`src/rtl/router_switch_alloc_if.sv`:
```
// Handshake bundle between the router input buffers/crossbar and the switch allocator.
// Latency: none, plain wires.
// Backpressure: out_ready flows toward the allocator; grant/out_valid flow back.
interface router_switch_alloc_if;
    logic [4:0]  req_valid;
    logic [4:0]  req_head;
    logic [4:0]  req_tail;
    logic [19:0] req_dx;
    logic [19:0] req_dy;
    logic [4:0]  out_ready;
    logic [4:0]  grant;
    logic [4:0]  out_valid;
    logic [14:0] out_sel;
    logic [4:0]  out_busy;

    // Router side: presents flits and downstream readiness, consumes grants/selects.
    modport master (
        output req_valid, req_head, req_tail, req_dx, req_dy, out_ready,
        input  grant, out_valid, out_sel, out_busy
    );

    // Allocator side.
    modport slave (
        input  req_valid, req_head, req_tail, req_dx, req_dy, out_ready,
        output grant, out_valid, out_sel, out_busy
    );
endinterface

```
`src/rtl/router_switch_alloc.sv`:
```
// Wormhole switch allocator: XY route for head flits, per-output round-robin, grant held per packet.
// Latency: 0 cycles, grant/out_valid/out_sel are combinational from state and requests.
// Backpressure: out_ready low stalls the output; a locked output keeps its owner until the tail transfers.
module router_switch_alloc #(
    parameter logic [3:0] XCOORD = 4'b0001,
    parameter logic [3:0] YCOORD = 4'b0001
) (
    input  logic                 clk,
    input  logic                 reset,
    router_switch_alloc_if.slave sa
);
    localparam int NP = 5;

    typedef enum logic {
        OUT_IDLE   = 1'b0,
        OUT_LOCKED = 1'b1
    } out_state_e;

    out_state_e  out_st_q [NP];
    out_state_e  out_st_d [NP];
    logic [2:0]  owner_q  [NP];
    logic [2:0]  owner_d  [NP];
    logic [2:0]  ptr_q    [NP];
    logic [2:0]  ptr_d    [NP];
    logic [2:0]  route_q  [NP];
    logic [2:0]  route_d  [NP];
    logic [NP-1:0] lock_q;
    logic [NP-1:0] lock_d;

    logic [2:0]    head_route [NP];
    logic [NP-1:0] grant_c;
    logic [NP-1:0] ovld_c;
    logic [14:0]   sel_c;
    logic [NP-1:0] busy_c;

    // Dimension-ordered routing: X is resolved first, then Y, else eject locally.
    function automatic logic [2:0] xy_route(input logic [3:0] dx, input logic [3:0] dy);
        if (dx > XCOORD)      return 3'd2;
        else if (dx < XCOORD) return 3'd3;
        else if (dy > YCOORD) return 3'd0;
        else if (dy < YCOORD) return 3'd1;
        else                  return 3'd4;
    endfunction

    function automatic logic [2:0] wrap_inc(input logic [2:0] v);
        return (v == 3'd4) ? 3'd0 : v + 3'd1;
    endfunction

    // Route every input's head flit against this router's coordinates.
    always_comb begin
        for (int i = 0; i < NP; i++) begin
            head_route[i] = xy_route(sa.req_dx[4*i +: 4], sa.req_dy[4*i +: 4]);
        end
    end

    // Per-output arbitration and next-state: locked outputs serve their owner, idle ones round-robin over heads.
    always_comb begin
        logic [2:0] own;
        logic [2:0] idx;
        logic [2:0] win;
        logic       found;
        own      = '0;
        idx      = '0;
        win      = '0;
        found    = 1'b0;
        grant_c  = '0;
        ovld_c   = '0;
        sel_c    = '0;
        out_st_d = out_st_q;
        owner_d  = owner_q;
        ptr_d    = ptr_q;
        route_d  = route_q;
        lock_d   = lock_q;
        for (int o = 0; o < NP; o++) begin
            if (out_st_q[o] == OUT_LOCKED) begin
                own = owner_q[o];
                // Head bit is ignored here: a locked input's flits are all forwarded as body.
                if (sa.req_valid[own] && sa.out_ready[o] && lock_q[own] && route_q[own] == 3'(o)) begin
                    grant_c[own]     = 1'b1;
                    ovld_c[o]        = 1'b1;
                    sel_c[3*o +: 3]  = own;
                    if (sa.req_tail[own]) begin
                        out_st_d[o] = OUT_IDLE;
                        lock_d[own] = 1'b0;
                    end
                end
            end else begin
                found = 1'b0;
                win   = '0;
                idx   = ptr_q[o];
                for (int k = 0; k < NP; k++) begin
                    if (!found && sa.req_valid[idx] && sa.req_head[idx] && !lock_q[idx]
                        && head_route[idx] == 3'(o)) begin
                        found = 1'b1;
                        win   = idx;
                    end
                    idx = wrap_inc(idx);
                end
                if (found && sa.out_ready[o]) begin
                    grant_c[win]    = 1'b1;
                    ovld_c[o]       = 1'b1;
                    sel_c[3*o +: 3] = win;
                    ptr_d[o]        = wrap_inc(win);
                    // Single-flit packets pass straight through without taking the lock.
                    if (!sa.req_tail[win]) begin
                        out_st_d[o]  = OUT_LOCKED;
                        owner_d[o]   = win;
                        lock_d[win]  = 1'b1;
                        route_d[win] = 3'(o);
                    end
                end
            end
        end
    end

    // Busy mirrors the registered lock state of each output.
    always_comb begin
        busy_c = '0;
        for (int o = 0; o < NP; o++) begin
            busy_c[o] = (out_st_q[o] == OUT_LOCKED);
        end
    end

    // Reset forces every output quiet even before the state registers have cleared.
    assign sa.grant     = reset ? '0 : grant_c;
    assign sa.out_valid = reset ? '0 : ovld_c;
    assign sa.out_sel   = reset ? '0 : sel_c;
    assign sa.out_busy  = reset ? '0 : busy_c;

    // State registers: output locks, owners, round-robin pointers, input locks and stored routes.
    always_ff @(posedge clk) begin
        if (reset) begin
            for (int i = 0; i < NP; i++) begin
                out_st_q[i] <= OUT_IDLE;
                owner_q[i]  <= '0;
                ptr_q[i]    <= '0;
                route_q[i]  <= '0;
            end
            lock_q <= '0;
        end else begin
            out_st_q <= out_st_d;
            owner_q  <= owner_d;
            ptr_q    <= ptr_d;
            route_q  <= route_d;
            lock_q   <= lock_d;
        end
    end
endmodule

```
`src/flat_wrapper.sv`:
```
// flat-port wrapper written by rule: the top's interface ports become plain ports
module router_switch_alloc_flat 
#(
    parameter logic [3:0] XCOORD = 4'b0001,
    parameter logic [3:0] YCOORD = 4'b0001
)
  (clk, reset, sa_req_valid, sa_req_head, sa_req_tail, sa_req_dx, sa_req_dy, sa_out_ready, sa_grant, sa_out_valid, sa_out_sel, sa_out_busy);
  router_switch_alloc_if sa_i ();
  input  logic clk;
  input  logic reset;
  input wire logic [$bits(sa_i.req_valid)-1:0] sa_req_valid;
  input wire logic [$bits(sa_i.req_head)-1:0] sa_req_head;
  input wire logic [$bits(sa_i.req_tail)-1:0] sa_req_tail;
  input wire logic [$bits(sa_i.req_dx)-1:0] sa_req_dx;
  input wire logic [$bits(sa_i.req_dy)-1:0] sa_req_dy;
  input wire logic [$bits(sa_i.out_ready)-1:0] sa_out_ready;
  output wire logic [$bits(sa_i.grant)-1:0] sa_grant;
  output wire logic [$bits(sa_i.out_valid)-1:0] sa_out_valid;
  output wire logic [$bits(sa_i.out_sel)-1:0] sa_out_sel;
  output wire logic [$bits(sa_i.out_busy)-1:0] sa_out_busy;
  assign sa_i.req_valid = sa_req_valid;
  assign sa_i.req_head = sa_req_head;
  assign sa_i.req_tail = sa_req_tail;
  assign sa_i.req_dx = sa_req_dx;
  assign sa_i.req_dy = sa_req_dy;
  assign sa_i.out_ready = sa_out_ready;
  assign sa_grant = sa_i.grant;
  assign sa_out_valid = sa_i.out_valid;
  assign sa_out_sel = sa_i.out_sel;
  assign sa_out_busy = sa_i.out_busy;
  router_switch_alloc #(.XCOORD(XCOORD), .YCOORD(YCOORD)) u_core (.clk(clk), .reset(reset), .sa(sa_i));
endmodule
```
`config.mk`:
```
export PLATFORM = sky130hd
export DESIGN_NAME = router_switch_alloc_flat
export DESIGN_NICKNAME = d
export VERILOG_FILES = /design/src/rtl/router_switch_alloc_if.sv /design/src/rtl/router_switch_alloc.sv /design/src/flat_wrapper.sv
export SDC_FILE = /design/constraint.sdc
export NUM_CORES = 1
export LEC_CHECK = 0
export ABC_AREA = 1
export ABC_CLOCK_PERIOD_IN_PS = 12000
export CAP_MARGIN = 15
export CORE_MARGIN = 5
export CORE_UTILIZATION = 35
export CTS_CLUSTER_DIAMETER = 100
export DETAILED_ROUTE_END_ITERATION = 7
export GPL_TIMING_DRIVEN = 1
export HOLD_SLACK_MARGIN = 0.08
export SLEW_MARGIN = 15
export SYNTH_ARGS = -nofsm -noshare
export SYNTH_HDL_FRONTEND = slang
export SYNTH_SLANG_ARGS = --single-unit
```
`constraint.sdc`:
```
create_clock -name clk -period 12 [get_ports clk]
set_input_delay 1.2 -clock clk [delete_from_list [all_inputs] [get_ports clk]]
set_output_delay 1.2 -clock clk [all_outputs]
set_load 0.01 [all_outputs]
```
==> results of run 1 <==
-- layout by cell type, fill, tap and decap left out, types with 43 or more instances in the layout --
master | synthesis | routed
sky130_fd_sc_hd__nand2_2 | 48 | 48
sky130_fd_sc_hd__a21oi_1 | 122 | 122
sky130_fd_sc_hd__ha_1 | 43 | 43
sky130_fd_sc_hd__o21ai_0 | 155 | 155
sky130_fd_sc_hd__clkdlybuf4s50_1 | 0 | 90
sky130_fd_sc_hd__nand2_1 | 554 | 554
sky130_fd_sc_hd__dfxtp_1 | 55 | 55
sky130_fd_sc_hd__inv_1 | 275 | 275
sky130_fd_sc_hd__nor2_1 | 203 | 203
sky130_fd_sc_hd__nand3_1 | 188 | 188
-- layout make-up --
cell class | instances | area, um2 | area share
tap | 402 | 503 | 0.0399
clock inverter | 3 | 43.8 | 0.00347
multi-input combinational | 1653 | 8660 | 0.687
sequential | 55 | 1100 | 0.0874
inverter | 322 | 1210 | 0.0964
timing repair buffer | 98 | 958 | 0.0760
clock buffer | 5 | 125 | 0.00993
-- sequential cells by signal (all words and copies together) (netlist names) --
name            count
u_core.owner_q     15
u_core.ptr_q       15
u_core.route_q     15
u_core.busy_c       5
u_core.lock_q       5
-- metal layers --
layer / up-vias / part of all wire / GRT usage
li1: 7017 / - / -
met1: 6656 / 0.42 / 0.379
met2: 833 / 0.43 / 0.457
met3: 172 / 0.086 / 0.0321
met4: 0 / 0.063 / 0.149
met5: - / 0 / 0
-- power breakdown --
part           leakage [nW]  switching (mW)  internal, mW
clock network        0.0838          0.0808        0.0990
registers             0.447           0.128         0.241
logic                  5.28            2.73          1.16
-- worst paths after layout --
check / from / to / slack [ns] / depth (start not counted)
setup / recovery: u_core.ptr_q[0] / sa_grant[0] / 4.41 / 21
hold reg to reg: u_core.route_q[7] / u_core.route_q[7] / 0.53 / 2
setup reg to reg: u_core.ptr_q[4] / u_core.lock_q[3] / 6.12 / 29
hold / removal: u_core.route_q[7] / u_core.route_q[7] / 0.53 / 2
-- logic make-up after synthesis --
kind of cell / count (synthesis) / synth area share
AOI/OAI and AO/OA: 437 / 0.234
muxes: 1 / 0.000891
adders and majority gates: 43 / 0.0479
and+or+nand+nor: 1166 / 0.484
DFF: 55 / 0.0981
xor gates and xnor gates: 6 / 0.00468
buffers and inverters: 372 / 0.131
-- metrics by stage --
step	total power, mW	setup WS, ns	cell area (um2)
floorplan	3.17	6.66	11200
global route	4.88	4.08	12600
detailed placement	4.16	4.92	12400
CTS	4.36	4.55	12600
global placement	4.17	4.84	12400
finish	4.44	4.41	12600
-- worst reg2reg max path: cells and delay by family (launching register included) --
kind / cells / cell delay [ns]
flip-flops: 1 / 0.66
buffers and inverters: 7 / 1.28
AO/OA/AOI/OAI: 2 / 0.45
adder cells (fa/ha/maj): 3 / 0.83
AND/OR/NAND/NOR: 17 / 2.61
==> results.md, run 1 <==
- The run finished with clean final reports.
- The clock reaches the later pin of the worst-skew pair after 0.32 ns.
- The area inside the core boundary is 0.0316 mm2.
- The clock period minus final worst setup slack is 7.59 ns.
- The count of placed standard cells including taps is 2530.
- CTS built an H-tree with a depth of 2.
- For this run, the register share of the synthesized area comes to 0.0981.
- For this design, the CTS-stage hold fixing added 0 buffers.
- The clock sink total is 55.
- Across every metal layer, demand over resource in global routing totals 0.286.
- The buffer count from post-CTS setup fixing is 0.
- The number of design rule violations left after detail routing is 0.
- The count of final hold-check violations is 0.
- The number of instances in the synthesized netlist is 2080.
- The max-capacitance violation count is 0.
- Along the worst path, the maximum fanout reaches 20.
- Entering global routing, the biggest net connects 38 pins.
- The relative slew slack is 0.258.
- The number of synthesized flops with an enable pin is 0.
- The detail route stage leaves a number of antenna-violating nets equal to 0.
- The number of filler cells placed in the layout is 3539.
- In this run, synthesis produced a sequential element count of 55.
- The clock root buffer master is sky130_fd_sc_hd__clkbuf_16.
- The number of global-route vias before repair is 13500.
- The warning count from the yosys run is 0.
- The power per cell area is 352 mW/mm2.
- The CTS tree is done.
- The number of nets in the layout is 2240.
- For the worst setup path, the data required time is 10.80 ns.
- The critical path class is reg2out.
- Setup repair after global routing left no endpoint under its margin.
- The netlist uses 66 different library cells.
- The type of the most critical hold path is reg2reg.
- Global routing finished with a remaining overflow of 0.
- Clock tree synthesis inserted a total of 5 buffers.
- The die covers 0.0358 mm2.
- In this run the vertical extent of the chip is 189 um.
- The dominant cell type by area after synthesis is sky130_fd_sc_hd__nand2_1.
- The average vias per placed instance is 5.78.
- The final routed wire length divided by cell count is 21.0 um.
- The number of resized instances in the post-cts repair step is 0.
- The width of the chip is 189 um.
- The cell type of the slowest stage on the worst timing path is sky130_fd_sc_hd__dfxtp_1.
- The repair_antennas step left the layout with diodes totalling 0.
- The critical path contains buffers and inverters numbering 7 combined.
- The number of max-slew violations in the final report came to 0.
- Traced cell by cell, the critical path runs through inv_2 > ha_1 > inv_1 > ha_1 > inv_1 > ha_1 > clkinv_1 > nand2_4 > nand2_4 > inv_2 > nand2_1 > nand3_2 > nand2_2 > nand4_2 > nand3_1 > nand2_2 > inv_1 > nor3_1 > a21oi_1 > a31oi_1 > clkdlybuf4s50_1.
- Routability-driven placement finished with a final weighted congestion of 1.06.
- The top-area cell type share of the netlist area is 0.185.
- The routed wire length is 53.3 mm.
- The critical path endpoint category is an output port.
- The flip-flop cell with the highest count after synthesis is sky130_fd_sc_hd__dfxtp_1.
- The commonest cells after synthesis are 554 x sky130_fd_sc_hd__nand2_1, 275 x sky130_fd_sc_hd__inv_1, 203 x sky130_fd_sc_hd__nor2_1.
- The count of input and output buffers is 91.
- The worst endpoint data arrival time is 6.39 ns.
- At the pin with the least slew margin, the transition time is 1.09 ns.
- VDD sags by at most 0.000133 V.
- The number of antenna violations at the first check in global routing is 0.
- The count of final setup violators is 0.
- Grouping stages by cell kind, the critical path spends the most delay in buffers and inverters.
- The final design utilization is 0.398.
- The number of violations reported at the end of detailed-routing iteration 0 is 1854.
- The synthesized netlist occupies a cell area of 0.0112 mm2.
- The detailed-routing iteration count for the pre-antenna-repair pass is 6.
- After clock tree synthesis, the clock-pin slew on the worst setup and hold paths is 0.08 ns.
- In the post-synthesis netlist, the cell with the most instances is sky130_fd_sc_hd__nand2_1.
- The wire length of the first global-routing pass is 80.8 mm.
- The leakage power is 5.81 nW.
- The fmax is 0.132 GHz.
- The sum of net half-perimeters after detailed placement is 42.7 mm.
- For this run, asynchronously set or reset flops after synthesis account for 0.
- Relative to the synthesized area, the layout overhead comes to 12.2%.
- The worst hold margin is 0.525 ns.
- The peak per-stage delay on the critical path is 0.77 ns.
- The net count after synthesis is 2185.
- The maximum clock insertion buffer count is 2.
- The non-filler instance count after layout is 2538.
- Dividing the final minimum period by the clock period gives 0.633.
- The initial core utilization is 0.355.
- The top-level port count is 92.
- The share of cells above drive strength 1 is 0.103.
- The number of vias in the routed layout is 14700.
- The largest clock skew in the final design is 0.0116 ns.
- The average size of a mapped cell is 5.40 um2.
- Yosys attributes the largest share of cell area to sky130_fd_sc_hd__nand2_1 19%, sky130_fd_sc_hd__dfxtp_1 9.8%, sky130_fd_sc_hd__inv_1 9.2%.
- The startpoint type of the worst setup path is a flop.
- Setup total negative slack on the finished layout was measured at 0 ns.
- The floorplan has 65 rows.
(Power assumes the default switching activity.)
==> run 2, diff against run 1 <==
--- a/config.mk
+++ b/config.mk
@@ -6,7 +6,7 @@
 export NUM_CORES = 1
 export LEC_CHECK = 0
 export ABC_AREA = 1
-export ABC_CLOCK_PERIOD_IN_PS = 12000
+export ABC_CLOCK_PERIOD_IN_PS = 6200
 export CAP_MARGIN = 15
 export CORE_MARGIN = 5
 export CORE_UTILIZATION = 35
==> constraint.sdc (replaced) <==
create_clock -name clk -period 6.2 [get_ports clk]
set_input_delay 0.62 -clock clk [delete_from_list [all_inputs] [get_ports clk]]
set_output_delay 0.62 -clock clk [all_outputs]
set_load 0.01 [all_outputs]
==> results.md, run 2 (synthesized netlist as in run 1, its figures left out) <==
- The initial core utilization is 0.355.
- For the worst setup path, the data required time is 5.58 ns.
- The die covers 0.0358 mm2.
- The number of filler cells placed in the layout is 3563.
- Across every metal layer, demand over resource in global routing totals 0.287.
- Counting the buffers created by CTS gives 5.
- Dividing the detail-routed wire length by the instance count gives 20.7 um.
- The maximum number of pins on one net before global-route repair is 45.
- The critical path class is reg2out.
- The number of violations reported at the end of detailed-routing iteration 0 is 1748.
- The synthesis-to-layout area growth is 15.1%.
- The number of antenna violations at the first check in global routing came to 0.
- The relative slew slack is 0.280.
- The analysis attributes to cell leakage a power of 5.97 nW.
- The number of design rule violations left after detail routing is 0.
- Counting along the longest clock path gives a buffer depth of 2.
- CTS placed an instance of sky130_fd_sc_hd__clkbuf_16 at the clock tree root.
- After clock tree synthesis, the clock-pin slew on the worst setup and hold paths is 0.09 ns.
- The detailed-routing iteration count for the pre-antenna-repair pass is 6.
- The run finished with clean final reports.
- The number of vias in the routed layout is 14800.
- The critical path endpoint category is an output port.
- The slew at the pin closest to its max-slew limit is 1.05 ns.
- The worst endpoint data arrival time is 5.30 ns.
- Setup repair after global routing left no endpoint under its margin.
- The number of global-route vias before repair is 13700.
- The number of max-slew violations in the final report is 0.
- For the worst-skew pair, the clock arrives at the later sink with an insertion delay of 0.32 ns.
- The commonest non-fill, non-tap cell in the layout is sky130_fd_sc_hd__nand2_1.
- In this run the count of I/O pins placed on the die edge is 92.
- The clock period minus final worst setup slack is 5.92 ns.
- For this design the ratio of total power to cell area is 679 mW/mm2.
- The count of input and output buffers is 91.
- Setup total negative slack on the finished layout was measured at 0 ns.
- Leaving out fill and tap cells, the most frequent cells in the layout are 553 x sky130_fd_sc_hd__nand2_1, 272 x sky130_fd_sc_hd__inv_1, 202 x sky130_fd_sc_hd__nor2_1, 187 x sky130_fd_sc_hd__nand3_1, 155 x sky130_fd_sc_hd__o21ai_0.
- The die height is 189 um.
- The floorplan has 65 rows.
- The wire-length estimate of the detail-placed layout is 42.7 mm.
- The number of nets in the layout is 2276.
- The width of the chip is 189 um.
- The maximum level of the CTS H-tree is 2.
- The overall power after layout is 8.78 mW.
- The routed wire length is 53.4 mm.
- The startpoint type of the worst setup path is a flop.
- The CTS tree is done.
- For this design, the sink count on the clock tree is 55.
- Of the available clock period, the critical path in the final layout requires 0.955.
- The largest registers in the layout are u_core.owner_q (15), u_core.ptr_q (15), u_core.route_q (15).
- The max-capacitance violation count is 0.
- Setup violations remaining at the end of the flow were counted as 0.
- Global routing finished with a remaining overflow of 0.
- Dividing the detail-routed via count by the number of cells gives 5.73.
- The fmax is 0.169 GHz.
- The min-delay analysis places its worst path in the category reg2reg.
- The count of final hold-check violations is 0.
- The share of cells above drive strength 1 is 0.123.
- The worst-case IR drop observed on VDD is 0.000315 V.
- The largest driver fanout on the critical path is 26.
- The largest clock skew in the final design is 0.0146 ns.
- Routability-driven placement finished with a final weighted congestion of 1.02.
- The wire length of the first global-routing pass is 81.0 mm.
- The area inside the core boundary is 0.0316 mm2.
- The number of nets with antenna violations after routing is 0.
-- run 2: cell count changes in the layout (fill, tap and decap cells not counted), moves of 2 or more --
cell	before	now
sky130_fd_sc_hd__dfxtp_2	0	2
sky130_fd_sc_hd__clkinvlp_4	0	4
sky130_fd_sc_hd__buf_4	7	43
sky130_fd_sc_hd__dfxtp_1	55	52
sky130_fd_sc_hd__inv_1	275	272
-- run 2: path summary, 6_finish.rpt --
check	start	end	slack [ns]	depth (start not counted)
max reg2reg	u_core.ptr_q[9]	u_core.lock_q[0]	1.06	29
min	u_core.owner_q[13]	u_core.owner_q[13]	0.53	2
min reg2reg	u_core.owner_q[13]	u_core.owner_q[13]	0.53	2
max	u_core.ptr_q[1]	sa_grant[3]	0.28	23
-- run 2: through the flow --
step | instance area, um2 | hold WS, ns | std cells | util | worst slack, ns
floorplan | 11200 | 0.468 | 2080 | - | 1.44
global placement | 12600 | 0.506 | 2556 | 0.399 | 0.438
global route | 12900 | 0.572 | 2574 | 0.409 | 0.0336
detailed placement | 12600 | 0.512 | 2556 | 0.399 | 0.362
finish | 12900 | 0.532 | 2575 | 0.409 | 0.280
CTS | 12800 | 0.532 | 2564 | 0.404 | 0.0609
-- run 2: layer usage --
metal | part of all wire | global-route usage | up-vias
li1 | - | - | 7084
met1 | 0.43 | 0.390 | 6732
met2 | 0.43 | 0.446 | 785
met3 | 0.087 | 0.0361 | 163
met4 | 0.057 | 0.145 | 0
met5 | 0 | 0 | -
-- run 2: worst max-delay path, stage by stage (launching register included) --
cell and delay, ns:
sky130_fd_sc_hd__dfxtp_1 0.47, sky130_fd_sc_hd__inv_2 0.15, sky130_fd_sc_hd__ha_1 0.43, sky130_fd_sc_hd__clkinvlp_4 0.23
sky130_fd_sc_hd__ha_4 0.34, sky130_fd_sc_hd__inv_1 0.08, sky130_fd_sc_hd__ha_1 0.22, sky130_fd_sc_hd__nand2_4 0.09
sky130_fd_sc_hd__nand2_8 0.18, sky130_fd_sc_hd__clkinvlp_4 0.23, sky130_fd_sc_hd__o2111ai_1 0.22, sky130_fd_sc_hd__nand2_1 0.10
sky130_fd_sc_hd__nand2_2 0.12, sky130_fd_sc_hd__nand2_2 0.07, sky130_fd_sc_hd__nand2_2 0.12, sky130_fd_sc_hd__nand3_1 0.14
sky130_fd_sc_hd__nand3_1 0.14, sky130_fd_sc_hd__nand2_2 0.12, sky130_fd_sc_hd__nor2_1 0.23, sky130_fd_sc_hd__inv_1 0.12
sky130_fd_sc_hd__nor2_2 0.21, sky130_fd_sc_hd__a211oi_1 0.07, sky130_fd_sc_hd__a31oi_1 0.28, sky130_fd_sc_hd__clkdlybuf4s50_1 0.62
-- run 2: final cells by class --
type	count	area, um2	area share
Multi-Input combinational cell	1653	8700	0.673
Timing Repair Buffer	134	1230	0.0950
Inverter	322	1230	0.0949
Sequential cell	55	1110	0.0857
Tap cell	402	503	0.0389
Clock buffer	6	139	0.0107
Clock inverter	2	16.3	0.00126
Antenna cell	1	2.50	0.000194
-- run 2: where the power goes --
part | total [mW] | internal, mW | leakage (nW) | switching (mW)
clock | 0.323 | 0.163 | 0.0731 | 0.160
combinational | 7.79 | 2.44 | 5.45 | 5.35
sequential | 0.673 | 0.467 | 0.449 | 0.205
total | 8.78 | 3.07 | 5.97 | 5.71
-- run 2: what timing repair did --
action | 4_1_cts | 5_1_grt
hold buffers | 0 | 0
pin swaps | 0 | 1
endpoints found under the setup margin | 1 | 7
resized for setup | 1 | 16
setup buffers | 0 | 10
